`src/rtl/memory_access_unit.sv`:
```
// Load/store unit: computes the effective address, runs one request/ack handshake
// with data memory, and aligns/extends load data or lane-replicates store data.

package memory_access_unit_pkg;

  localparam int unsigned IMM_W = 12;

  // One-hot access type plus the raw I/S-type immediate
  typedef struct packed {
    logic             lb;
    logic             lh;
    logic             lw;
    logic             lbu;
    logic             lhu;
    logic             sb;
    logic             sh;
    logic             sw;
    logic [IMM_W-1:0] imm;
  } control_info;

  typedef enum logic [1:0] {
    SZ_BYTE = 2'd0,
    SZ_HALF = 2'd1,
    SZ_WORD = 2'd2
  } size_e;

endpackage

module memory_access_unit
  import memory_access_unit_pkg::*;
#(
  parameter int unsigned ACK_TIMEOUT = 255
) (
  input  logic        CLK,
  input  logic        RST,
  input  logic        MEM_ENABLED,
  input  control_info CTR_INFO,
  input  logic [31:0] RS1_VAL,
  input  logic [31:0] RS2_VAL,
  output logic        DMEM_REQ,
  output logic        DMEM_WE,
  output logic [31:0] DMEM_ADDR,
  output logic [3:0]  DMEM_BE,
  output logic [31:0] DMEM_WDATA,
  input  logic [31:0] DMEM_RDATA,
  input  logic        DMEM_ACK,
  output logic [31:0] LOAD_RESULT,
  output logic        MEM_DONE,
  output logic        MEM_BUSY,
  output logic        ERR_MISALIGN,
  output logic        ERR_TIMEOUT
);

  localparam int unsigned DATA_W = 32;
  localparam int unsigned BE_W   = 4;
  localparam int unsigned CNT_W  = (ACK_TIMEOUT > 1) ? $clog2(ACK_TIMEOUT) : 1;

  typedef enum logic [1:0] {
    IDLE = 2'd0,
    REQ  = 2'd1,
    DONE = 2'd2
  } state_e;

  state_e              state_q, state_d;
  logic [CNT_W-1:0]    cnt_q, cnt_d;
  logic                req_q, req_d;
  logic                we_q, we_d;
  logic [DATA_W-1:0]   addr_q, addr_d;
  logic [BE_W-1:0]     be_q, be_d;
  logic [DATA_W-1:0]   wdata_q, wdata_d;
  logic [1:0]          lo_q, lo_d;
  size_e               size_q, size_d;
  logic                uns_q, uns_d;
  logic [DATA_W-1:0]   result_q, result_d;
  logic                done_q, done_d;
  logic                busy_q, busy_d;
  logic                err_mis_q, err_mis_d;
  logic                err_to_q, err_to_d;

  logic                is_load;
  logic                is_store;
  size_e               acc_size;
  logic                acc_uns;
  logic [DATA_W-1:0]   eff_addr;
  logic                misalign;
  logic [BE_W-1:0]     st_be;
  logic [DATA_W-1:0]   st_wdata;
  logic [7:0]          ld_byte;
  logic [15:0]         ld_half;
  logic [DATA_W-1:0]   ld_data;
  logic                cnt_expired;

  // Decode the access type and compute the effective address
  always_comb begin
    is_load  = CTR_INFO.lb | CTR_INFO.lh | CTR_INFO.lw | CTR_INFO.lbu | CTR_INFO.lhu;
    is_store = ~is_load & (CTR_INFO.sb | CTR_INFO.sh | CTR_INFO.sw);
    acc_uns  = CTR_INFO.lbu | CTR_INFO.lhu;
    if (CTR_INFO.lb | CTR_INFO.lbu | CTR_INFO.sb) begin
      acc_size = SZ_BYTE;
    end else if (CTR_INFO.lh | CTR_INFO.lhu | CTR_INFO.sh) begin
      acc_size = SZ_HALF;
    end else begin
      acc_size = SZ_WORD;
    end
    eff_addr = RS1_VAL + {{(DATA_W-IMM_W){CTR_INFO.imm[IMM_W-1]}}, CTR_INFO.imm};
    misalign = ((acc_size == SZ_HALF) && eff_addr[0]) ||
               ((acc_size == SZ_WORD) && (eff_addr[1:0] != 2'b00));
  end

  // Store byte enables and lane-replicated write data
  always_comb begin
    st_be    = {BE_W{1'b1}};
    st_wdata = '0;
    if (is_store) begin
      unique case (acc_size)
        SZ_BYTE: begin
          st_be    = BE_W'(4'b0001 << eff_addr[1:0]);
          st_wdata = {4{RS2_VAL[7:0]}};
        end
        SZ_HALF: begin
          st_be    = BE_W'(4'b0011 << eff_addr[1:0]);
          st_wdata = {2{RS2_VAL[15:0]}};
        end
        default: begin
          st_be    = {BE_W{1'b1}};
          st_wdata = RS2_VAL;
        end
      endcase
    end
  end

  // Select the addressed lane from read data and extend it
  always_comb begin
    unique case (lo_q)
      2'd0:    ld_byte = DMEM_RDATA[7:0];
      2'd1:    ld_byte = DMEM_RDATA[15:8];
      2'd2:    ld_byte = DMEM_RDATA[23:16];
      default: ld_byte = DMEM_RDATA[31:24];
    endcase
    ld_half = lo_q[1] ? DMEM_RDATA[31:16] : DMEM_RDATA[15:0];
    unique case (size_q)
      SZ_BYTE: ld_data = uns_q ? {24'h0, ld_byte} : {{24{ld_byte[7]}}, ld_byte};
      SZ_HALF: ld_data = uns_q ? {16'h0, ld_half} : {{16{ld_half[15]}}, ld_half};
      default: ld_data = DMEM_RDATA;
    endcase
  end

  assign cnt_expired = (32'(cnt_q) + 32'd1) >= 32'(ACK_TIMEOUT);

  // Next-state and registered-output logic
  always_comb begin
    state_d   = state_q;
    cnt_d     = cnt_q;
    req_d     = req_q;
    we_d      = we_q;
    addr_d    = addr_q;
    be_d      = be_q;
    wdata_d   = wdata_q;
    lo_d      = lo_q;
    size_d    = size_q;
    uns_d     = uns_q;
    result_d  = result_q;
    err_mis_d = err_mis_q;
    err_to_d  = err_to_q;

    unique case (state_q)
      IDLE: begin
        if (MEM_ENABLED) begin
          err_mis_d = 1'b0;
          err_to_d  = 1'b0;
          if (!is_load && !is_store) begin
            state_d = DONE;
          end else if (misalign) begin
            state_d   = DONE;
            err_mis_d = 1'b1;
          end else begin
            state_d = REQ;
            req_d   = 1'b1;
            we_d    = is_store;
            addr_d  = {eff_addr[DATA_W-1:2], 2'b00};
            be_d    = st_be;
            wdata_d = st_wdata;
            lo_d    = eff_addr[1:0];
            size_d  = acc_size;
            uns_d   = acc_uns;
            cnt_d   = '0;
          end
        end
      end
      REQ: begin
        if (DMEM_ACK) begin
          state_d = DONE;
          req_d   = 1'b0;
          we_d    = 1'b0;
          if (!we_q) begin
            result_d = ld_data;
          end
        end else if (cnt_expired) begin
          state_d  = DONE;
          req_d    = 1'b0;
          we_d     = 1'b0;
          err_to_d = 1'b1;
        end else begin
          cnt_d = cnt_q + CNT_W'(1);
        end
      end
      DONE: begin
        state_d = IDLE;
      end
      default: begin
        state_d = IDLE;
        req_d   = 1'b0;
        we_d    = 1'b0;
      end
    endcase

    done_d = (state_d == DONE);
    busy_d = (state_d != IDLE);
  end

  // State and output registers
  always_ff @(posedge CLK) begin
    if (RST) begin
      state_q   <= IDLE;
      cnt_q     <= '0;
      req_q     <= 1'b0;
      we_q      <= 1'b0;
      addr_q    <= '0;
      be_q      <= '0;
      wdata_q   <= '0;
      lo_q      <= '0;
      size_q    <= SZ_BYTE;
      uns_q     <= 1'b0;
      result_q  <= '0;
      done_q    <= 1'b0;
      busy_q    <= 1'b0;
      err_mis_q <= 1'b0;
      err_to_q  <= 1'b0;
    end else begin
      state_q   <= state_d;
      cnt_q     <= cnt_d;
      req_q     <= req_d;
      we_q      <= we_d;
      addr_q    <= addr_d;
      be_q      <= be_d;
      wdata_q   <= wdata_d;
      lo_q      <= lo_d;
      size_q    <= size_d;
      uns_q     <= uns_d;
      result_q  <= result_d;
      done_q    <= done_d;
      busy_q    <= busy_d;
      err_mis_q <= err_mis_d;
      err_to_q  <= err_to_d;
    end
  end

  assign DMEM_REQ     = req_q;
  assign DMEM_WE      = we_q;
  assign DMEM_ADDR    = addr_q;
  assign DMEM_BE      = be_q;
  assign DMEM_WDATA   = wdata_q;
  assign LOAD_RESULT  = result_q;
  assign MEM_DONE     = done_q;
  assign MEM_BUSY     = busy_q;
  assign ERR_MISALIGN = err_mis_q;
  assign ERR_TIMEOUT  = err_to_q;

endmodule

```
`config.mk`:
```
export PLATFORM = sky130hd
export DESIGN_NAME = memory_access_unit
export DESIGN_NICKNAME = d
export VERILOG_FILES = /design/src/rtl/memory_access_unit.sv
export SDC_FILE = /design/constraint.sdc
export NUM_CORES = 1
export LEC_CHECK = 0
export CAP_MARGIN = 20
export CORE_ASPECT_RATIO = 0.5
export CORE_MARGIN = 2
export CORE_UTILIZATION = 50
export DETAILED_ROUTE_END_ITERATION = 10
export DONT_BUFFER_PORTS = 1
export GPL_ROUTABILITY_DRIVEN = 0
export HOLD_SLACK_MARGIN = 0.12
export SYNTH_ARGS = -nofsm -noshare
export SYNTH_HDL_FRONTEND = slang
export SYNTH_SLANG_ARGS = --single-unit
```
`constraint.sdc`:
```
create_clock -name CLK -period 6 [get_ports CLK]
set_clock_uncertainty 0.15 [all_clocks]
set_input_delay 1.2 -clock CLK [delete_from_list [all_inputs] [get_ports CLK]]
set_output_delay 1.2 -clock CLK [all_outputs]
set_load 0.01 [all_outputs]
```
==> flow_summary.ini, run 1 <==
[logic_synthesis]
synthAdderAreaFrac = 0.0612
syn_inst = 900
synthesis.area_um2 = 7070
synth.distinct_cells = 80
synth_mux_area_frac = 0.0248
ys_async_sr_fraction = 0
ys_dominant_reg_cell = dfxtp_1
synth-xor-area-share = 0.0223
ys_warn_count = 0
ys_ff_latch = 119
synth_edf_count = 0
avgSynthCellArea_um2 = 7.85
yosys.area_share.simple = 0.225
ys_seq_area_frac = 0.337
synth_top_family_by_area = compound AO/OA/AOI/OAI gates
synth-compound-area-share = 0.272

[clock_network]
clk_pin_slew_ns = 0.06
clk_latency_ns = 0.41
ctsHoldBuffers = 0
cts_sinks = 119
clock_path_buffers = 2
clockRootBuffer = clkbuf_16
ctsHtreeMaxLevel = 4
cts_buffers = 17
cts_resized = 0
post_cts_buffers = 0
cts_tree = built

[timing]
slew_headroom = 0.368
setup_viol = 0
fin_crit_sh = 0.627
fmax_mhz = 266
holdWs_ns = 0.329
post-route-min-period_ns = 3.76
setup_slack_ns = 2.24
grt_setup_unrepaired = no
drv_slew = 0
worst_pin_slew_ns = 0.947
fin_tns_setup_ns = 0
finalHoldViolCount = 0

[power]
p_leak_uw = 0.00273
irDropWorstVdd_mv = 0.204
power.density_nw_per_um2 = 299

[detailed_routing]
finalWirelength_mm = 20.5
drtIter0Drc = 517
via_count = 6503
drc = 0
firstDrtPassIters = 5
wire_per_inst_um = 19.2
ant_nets = 0
via_per_inst = 6.09

[global_routing]
grt_overflow = 0
grt_pass1_vias = 5744
grt_start_max_net_pins = 118
antenna_found_initial = 0
grt_usage = 0.257
grt_pass1_wl_mm = 30.3

[die]
die_y_um = 88.1
start_util = 0.517
dieWidth_um = 172
rows = 30
ios = 226
die_area_um2 = 15200
core_area_um2 = 13700

[cells_and_area]
synthToLayoutAreaGrowth_pct = 7.86
fin_area_um2 = 7620
n_antenna_cell = 0
fillers = 1306
final_nets = 1017
drive_above_1_share = 0.0685

[setup_path]
path_class = input pin to flop
ff2ff_path_depth = 6
worstPathArrival_ns = 3.96
endpoint_kind = flop
rrSetupSlack_ns = 3.33
cp-start-kind = input pin
r2r-end = cnt_q[1]
crit_fanout = 61
r2r_start = state_q[0]
required_ns = 6.19

[hold_path]
whs_path_depth = 2
hp-class = flop to flop
hp-start = lo_q[0]
min_to = lo_q[0]

[run]
maxCapViolations = 0

[place]
dpl-instance-area_um2 = 7030
port-buffer-count = 0
post-dp-hpwl_mm = 14.9
pre_cts_ws_ns = 1.87

[status]
status = finished, final reports clean
## power breakdown
group / switching [µW] / total, µW / internal (µW)
Clock: 399 / 1020 / 625
Sequential: 65.4 / 903 / 838
Combinational: 216 / 352 / 137
## Yosys cell counts (7+ instances only)
master | count | area (µm²)
a22oi_1 | 8 | 60.1
nand2b_1 | 9 | 56.3
buf_2 | 11 | 55.1
nor2b_1 | 7 | 43.8
nand4_1 | 9 | 56.3
clkbuf_1 | 37 | 139
o21a_1 | 8 | 60.1
a21o_1 | 11 | 82.6
a211oi_1 | 32 | 240
o211ai_1 | 16 | 120
o21ai_0 | 37 | 185
a31oi_1 | 7 | 43.8
dfxtp_1 | 119 | 2380
nand3_1 | 20 | 100
a21oi_1 | 101 | 505
and3_1 | 11 | 68.8
o22ai_1 | 8 | 50.1
nor3_1 | 29 | 145
nand2_1 | 119 | 447
nor2_1 | 99 | 372
mux2i_1 | 13 | 130
xnor2_1 | 8 | 70.1
xor2_1 | 10 | 87.6
inv_1 | 18 | 67.6
o221ai_1 | 8 | 70.1
ha_1 | 33 | 413
o31a_1 | 7 | 61.3
## per-stage QoR
step / power [µW] / util / cells
3_3_place_gp: 1260 / 0.515 / 1036
3_5_place_dp: 1270 / 0.515 / 1036
5_1_grt: 2380 / 0.558 / 1068
6_report: 2280 / 0.558 / 1068
2_1_floorplan: 1210 / - / 901
4_1_cts: 2290 / 0.558 / 1068
## cells in the final DEF (no fill, tap or decap), types with 13 or more instances in the layout
master,n
a211oi_1,32
a21oi_1,101
clkbuf_16,17
dfxtp_1,119
ha_1,33
inv_1,18
mux2i_1,13
nand2_1,119
nand3_1,20
nor2_1,99
nor3_1,29
o211ai_1,16
o21ai_0,37
## sequential cells by signal (all words and copies together), names as in the netlist, 2 cells and up
signal and flops:
DMEM_ADDR 30, DMEM_BE 4, DMEM_WDATA 32, LOAD_RESULT 32, cnt_q 8, lo_q 2, size_q 2, state_q 2
## critical path, cell delays in order
cell      delay, ns
ha_1           0.23
fa_1           0.60
a221oi_4       0.38
nand3_2        0.51
buf_4          0.54
nor4_1         0.33
a21oi_1        0.07
nor2_1         0.10
## layout make-up
cell class | count | area, µm² | share of cell area
repair buffers | 6 | 45.0 | 0.00591
well taps | 192 | 240 | 0.0315
clock buffers | 18 | 439 | 0.0576
clock inverters | 14 | 150 | 0.0197
multi-input cells | 700 | 4300 | 0.563
flip-flops and latches | 119 | 2380 | 0.312
inverters | 19 | 71.3 | 0.00935
## worst max path at each step
stage | from | to | slack (ns) | cells past startpoint
floorplan | CTR_INFO[0] | DMEM_ADDR[28] | 2.41 | 9
detailed placement | CTR_INFO[0] | DMEM_WDATA[29] | 1.87 | 8
global route | CTR_INFO[0] | DMEM_WDATA[29] | 2.02 | 8
CTS | CTR_INFO[0] | DMEM_WDATA[29] | 2.28 | 8
global placement | CTR_INFO[0] | DMEM_WDATA[29] | 1.93 | 8
finish | CTR_INFO[0] | DMEM_WDATA[29] | 2.24 | 8
## layer usage
layer | global-route usage | share of wire | wire (µm)
met1 | 0.324 | 0.42 | 8510
met2 | 0.409 | 0.45 | 9230
met3 | 0.0962 | 0.11 | 2350
met4 | 0.0917 | 0.019 | 384
met5 | 0 | 0 | 0
## cells by family after synthesis
group                      count (synthesis)
DFF                                      119
other                                      1
muxes                                     16
buffers and inverters                     82
and+or+nand+nor                          341
xor gates and xnor gates                  18
AOI/OAI and AO/OA                        289
adders and majority gates                 34
Power figures use the tool's default switching activity.
==> run 2, diff against run 1 <==
- clock period: 6 -> 3.65 ns (I/O delays scaled with it)
==> run 2 against run 1 <==
  * Cell count is 0.75% higher
  * First-iteration DRC count is 0.77% lower
  * Clock-buffer cell count is 4 higher
  * Sequential cell count stayed put
  * Critical path type unchanged
==> flow_summary.ini, run 2 (same netlist as run 1, synthesis figures left out) <==
[detailed_routing]
via_count = 6479
ant_nets = 0
drc = 0
wire_per_inst_um = 19.1
firstDrtPassIters = 5
drtIter0Drc = 513
finalWirelength_mm = 20.6
via_per_inst = 6.02

[hold_path]
hp-class = input pin to flop
min_to = cnt_q[0]
whs_path_depth = 1
hp-start = RST

[cells_and_area]
drive_above_1_share = 0.0758
seq_area_um2 = 2380
instances_no_fill = 1076
final_nets = 1027
n_antenna_cell = 0
fillers = 1332
synthToLayoutAreaGrowth_pct = 9.67
layout_common_cells = dfxtp_1, nand2_1, a21oi_1
multiInputGateArea_um2 = 4300

[timing]
holdWs_ns = 0.258
setup_slack_ns = 0.568
slew_headroom = 0.357
worst_pin_slew_ns = 0.962
finalHoldViolCount = 0
fmax_mhz = 324
fin_tns_setup_ns = 0
drv_slew = 0
grt_setup_unrepaired = no
setup_viol = 0
fin_crit_sh = 0.844
post-route-min-period_ns = 3.08

[place]
dp_cells = 1046
pre_cts_ws_ns = 0.221
port-buffer-count = 0
post-dp-hpwl_mm = 15.0

[setup_path]
cp-start-kind = input pin
cpLargestDelayFamily = compound AO/OA/AOI/OAI gates
slowest_delay_ns = 0.43
required_ns = 3.84
crit_chain = ha_1 > fa_1 > a21o_1 > a221o_1 > a31oi_2 > a211oi_1 > o21ai_0 > mux2_2 > o22ai_1
crit_fanout = 5
endpoint_kind = flop
r2r_start = cnt_q[0]
r2r-end = cnt_q[1]
crit_slowest_cell = fa_1
rrSetupSlack_ns = 1.03
worstPathArrival_ns = 3.27
ff2ff_path_depth = 9
path_class = input pin to flop
critPathBufInv = 0

[clock_network]
clk_pin_slew_ns = 0.06
cts_sinks = 119
post_cts_buffers = 0
ctsHtreeMaxLevel = 4
cts_buffers = 17
ctsHoldBuffers = 0
clk_latency_ns = 0.41
clock_path_buffers = 2
cts_resized = 0
cts_tree = built
clockRootBuffer = clkbuf_16

[power]
p_seq_frac = 0.378
irDropWorstVdd_mv = 0.299
p_sw_frac = 0.274
clock_power_share = 0.464
combPwrFrac = 0.158
p_sw_uw = 1070
p_leak_uw = 0.00282
power.density_nw_per_um2 = 502
intPower_uw = 2830

[global_routing]
grt_pass1_wl_mm = 30.9
grt_start_max_net_pins = 118
antenna_found_initial = 0
grt_usage = 0.261
grt_overflow = 0
grt_pass1_vias = 5761

[die]
dieWidth_um = 172
core_area_um2 = 13700
die_area_um2 = 15200
start_util = 0.517
rows = 30
die_y_um = 88.1
ios = 226

[status]
status = finished, final reports clean

[run]
maxCapViolations = 0
## run 2: changes by cell type in the layout (fill, tap and decap cells not counted), sizes merged
cell      delta
buf         +10
bufinv       +2
clkbuf       +4
clkinv       -1
clkinvlp     -4
inv          -3
## run 2: final cells by class
type	instances	area share
inverter	19	0.00920
clock buffer	22	0.0625
tap	192	0.0310
multi-input combinational	700	0.554
timing repair buffer	16	0.0171
clock inverter	8	0.0187
sequential	119	0.307
## run 2: power by group through the flow
stage               logic, µW  registers (µW)  clock network [µW]
finish                    615            1470                1810
global route              684            1480                1890
CTS                       607            1470                1820
detailed placement        603            1500                   0
global placement          598            1500                   0
floorplan                 510            1480                   0
## run 2: how the worst max path moves through the flow
stage	startpoint	endpoint	cells after the start
after detailed placement	CTR_INFO[0]	DMEM_ADDR[28]	9
final	CTR_INFO[0]	DMEM_ADDR[28]	9
after CTS	CTR_INFO[0]	DMEM_ADDR[28]	9
after global routing	CTR_INFO[0]	DMEM_ADDR[28]	9
after global placement	CTR_INFO[0]	DMEM_ADDR[28]	9
after floorplan	CTR_INFO[0]	DMEM_ADDR[28]	9
## run 2: metal layers
metal | global-route usage | routed length, µm | vias up
met5 | 0 | 0 | -
met4 | 0.0856 | 341 | 0
met3 | 0.0836 | 1950 | 26
met2 | 0.417 | 9250 | 227
met1 | 0.337 | 9060 | 2991
li1 | - | - | 3235
## run 2: per-stage QoR
| stage | instance area [µm²] | power, µW | utilization |
|---|---|---|---|
| 6_report | 7750 | 3890 | 0.567 |
| 5_1_grt | 7750 | 4050 | 0.567 |
| 4_1_cts | 7750 | 3910 | 0.567 |
| 3_5_place_dp | 7120 | 2100 | 0.521 |
| 3_3_place_gp | 7120 | 2100 | 0.521 |
| 2_1_floorplan | 7070 | 1990 | - |
## run 2: worst register-to-register path: stages (launching register included)
cell,delay [ns]
dfxtp_1,0.39
inv_1,0.10
ha_1,0.30
nor2_1,0.04
nor2_1,0.10
a21oi_1,0.09
a31oi_1,0.65
or2_1,0.41
mux2i_1,0.23
nor2_1,0.06
==> run 3, diff against run 2 <==
- clock period: 3.65 -> 3 ns (I/O delays scaled with it)
==> run 3 against run 2 <==
  * Global-route usage increased by 2.0 points
  * Die area unchanged
  * Total power increased by 29%
  * Register-to-register slack got worse by 0.64 ns
  * Utilization increased by 2.4 points
  * Via count increased by 2.5%
  * Sequential cell count unchanged
  * First-iteration DRC count decreased by 34%
  * Hold slack got worse by 0.13 ns
  * Clock power increased by 32%
  * Critical path depth unchanged
  * Sequential power increased by 22%
==> flow_summary.ini, run 3 (same netlist as run 1, synthesis figures left out) <==
[status]
status = finished, final reports clean

[detailed_routing]
via_per_inst = 5.99
drc = 0
ant_nets = 0
wire_per_inst_um = 19.8
drtIter0Drc = 337
finalWirelength_mm = 22.0
via_count = 6644
firstDrtPassIters = 5

[cells_and_area]
synthToLayoutAreaGrowth_pct = 14.3
fin_util = 0.591
n_antenna_cell = 0
drive_above_1_share = 0.107
fillers = 1318
layout_common_cells = dfxtp_1, nand2_1, a21oi_1
final_nets = 1060

[power]
power.density_nw_per_um2 = 620
irDropWorstVdd_mv = 0.377
p_leak_uw = 0.00301

[timing]
worst_pin_slew_ns = 1.05
fmax_mhz = 356
slew_headroom = 0.301
setup_viol = 0
fin_tns_setup_ns = 0
finalHoldViolCount = 0
grt_setup_unrepaired = no
post-route-min-period_ns = 2.81
fin_crit_sh = 0.937
drv_slew = 0

[clock_network]
clk_pin_slew_ns = 0.06
clock_path_buffers = 2
ctsHtreeMaxLevel = 4
cts_tree = built
ctsHoldBuffers = 4
cts_sinks = 119
clk_latency_ns = 0.41
clockRootBuffer = clkbuf_16
cts_buffers = 17
cts_resized = 0
post_cts_buffers = 0

[setup_path]
critPathBufInv = 0
slowest_delay_ns = 0.42
cpLargestDelayFamily = compound AO/OA/AOI/OAI gates
path_class = input pin to flop
cp-start-kind = input pin
worstPathArrival_ns = 3.00
required_ns = 3.19
crit_slowest_cell = fa_1
endpoint_kind = flop
crit_fanout = 5
crit_chain = ha_1 > fa_1 > a21o_1 > a221o_1 > a31oi_2 > a211oi_1 > o21ai_0 > mux2_2 > o22ai_1

[place]
port-buffer-count = 0
post-dp-hpwl_mm = 15.3

[global_routing]
grt_pass1_wl_mm = 33.2
grt_start_max_net_pins = 43
antenna_found_initial = 0
grt_usage = 0.281
grt_pass1_vias = 6270
grt_overflow = 0

[die]
ios = 226
start_util = 0.517
rows = 30
core_area_um2 = 13700
dieWidth_um = 172
die_y_um = 88.1
die_area_um2 = 15200

[run]
maxCapViolations = 0

[hold_path]
hp-class = input pin to flop
## run 3: cell types whose count changed in the layout (fill, tap and decap cells not counted), sizes merged
cell	previous run	this run
buf	16	46
bufinv	4	6
clkbuf	22	20
clkinv	3	4
dlygate4sd3	0	3
## run 3: area by class of cell
cell class                      instances  area, µm²  area share
Timing Repair Buffer                   49        413      0.0511
Tap cell                              192        240      0.0297
Multi-Input combinational cell        700       4300       0.532
Clock buffer                           20        457      0.0565
Clock inverter                         11        221      0.0274
Sequential cell                       119       2380       0.295
Inverter                               19       71.3     0.00883
## run 3: final timing paths
path	from	endpoint	slack [ns]	depth (start not counted)
setup / recovery	CTR_INFO[0]	DMEM_ADDR[28]	0.19	9
hold / removal	RST	DMEM_WE	0.13	1
setup reg to reg	cnt_q[0]	cnt_q[2]	0.39	9
hold reg to reg	lo_q[1]	lo_q[1]	0.30	2
## run 3: stage by stage
| step | worst slack, ns | hold slack, ns | instance area [µm²] | power, µW | instances |
|---|---|---|---|---|---|
| CTS | 0.206 | 0.120 | 8070 | 5020 | 1109 |
| finish | 0.188 | 0.132 | 8080 | 5010 | 1110 |
| floorplan | 0.00500 | 0.300 | 7070 | 2420 | 901 |
| global placement | -0.125 | 0.289 | 7330 | 2600 | 1074 |
| detailed placement | -0.210 | 0.295 | 7330 | 2610 | 1074 |
| global route | 0.0949 | 0.122 | 8080 | 5210 | 1110 |
## run 3: where the power goes
part           total [µW]  switching, µW  leakage [µW]  internal, µW
Combinational         829            490       0.00171           339
Sequential           1790            117      0.000969          1680
Clock                2390            786      0.000323          1600
## run 3: metal layers
| metal | GRT usage | up-vias | part of all wire | wire length (µm) |
|---|---|---|---|---|
| met4 | 0.0955 | 0 | 0.021 | 456 |
| met1 | 0.356 | 3047 | 0.43 | 9370 |
| met5 | 0 | - | 0 | 0 |
| met2 | 0.450 | 259 | 0.45 | 9840 |
| li1 | - | 3300 | - | - |
| met3 | 0.100 | 38 | 0.10 | 2300 |
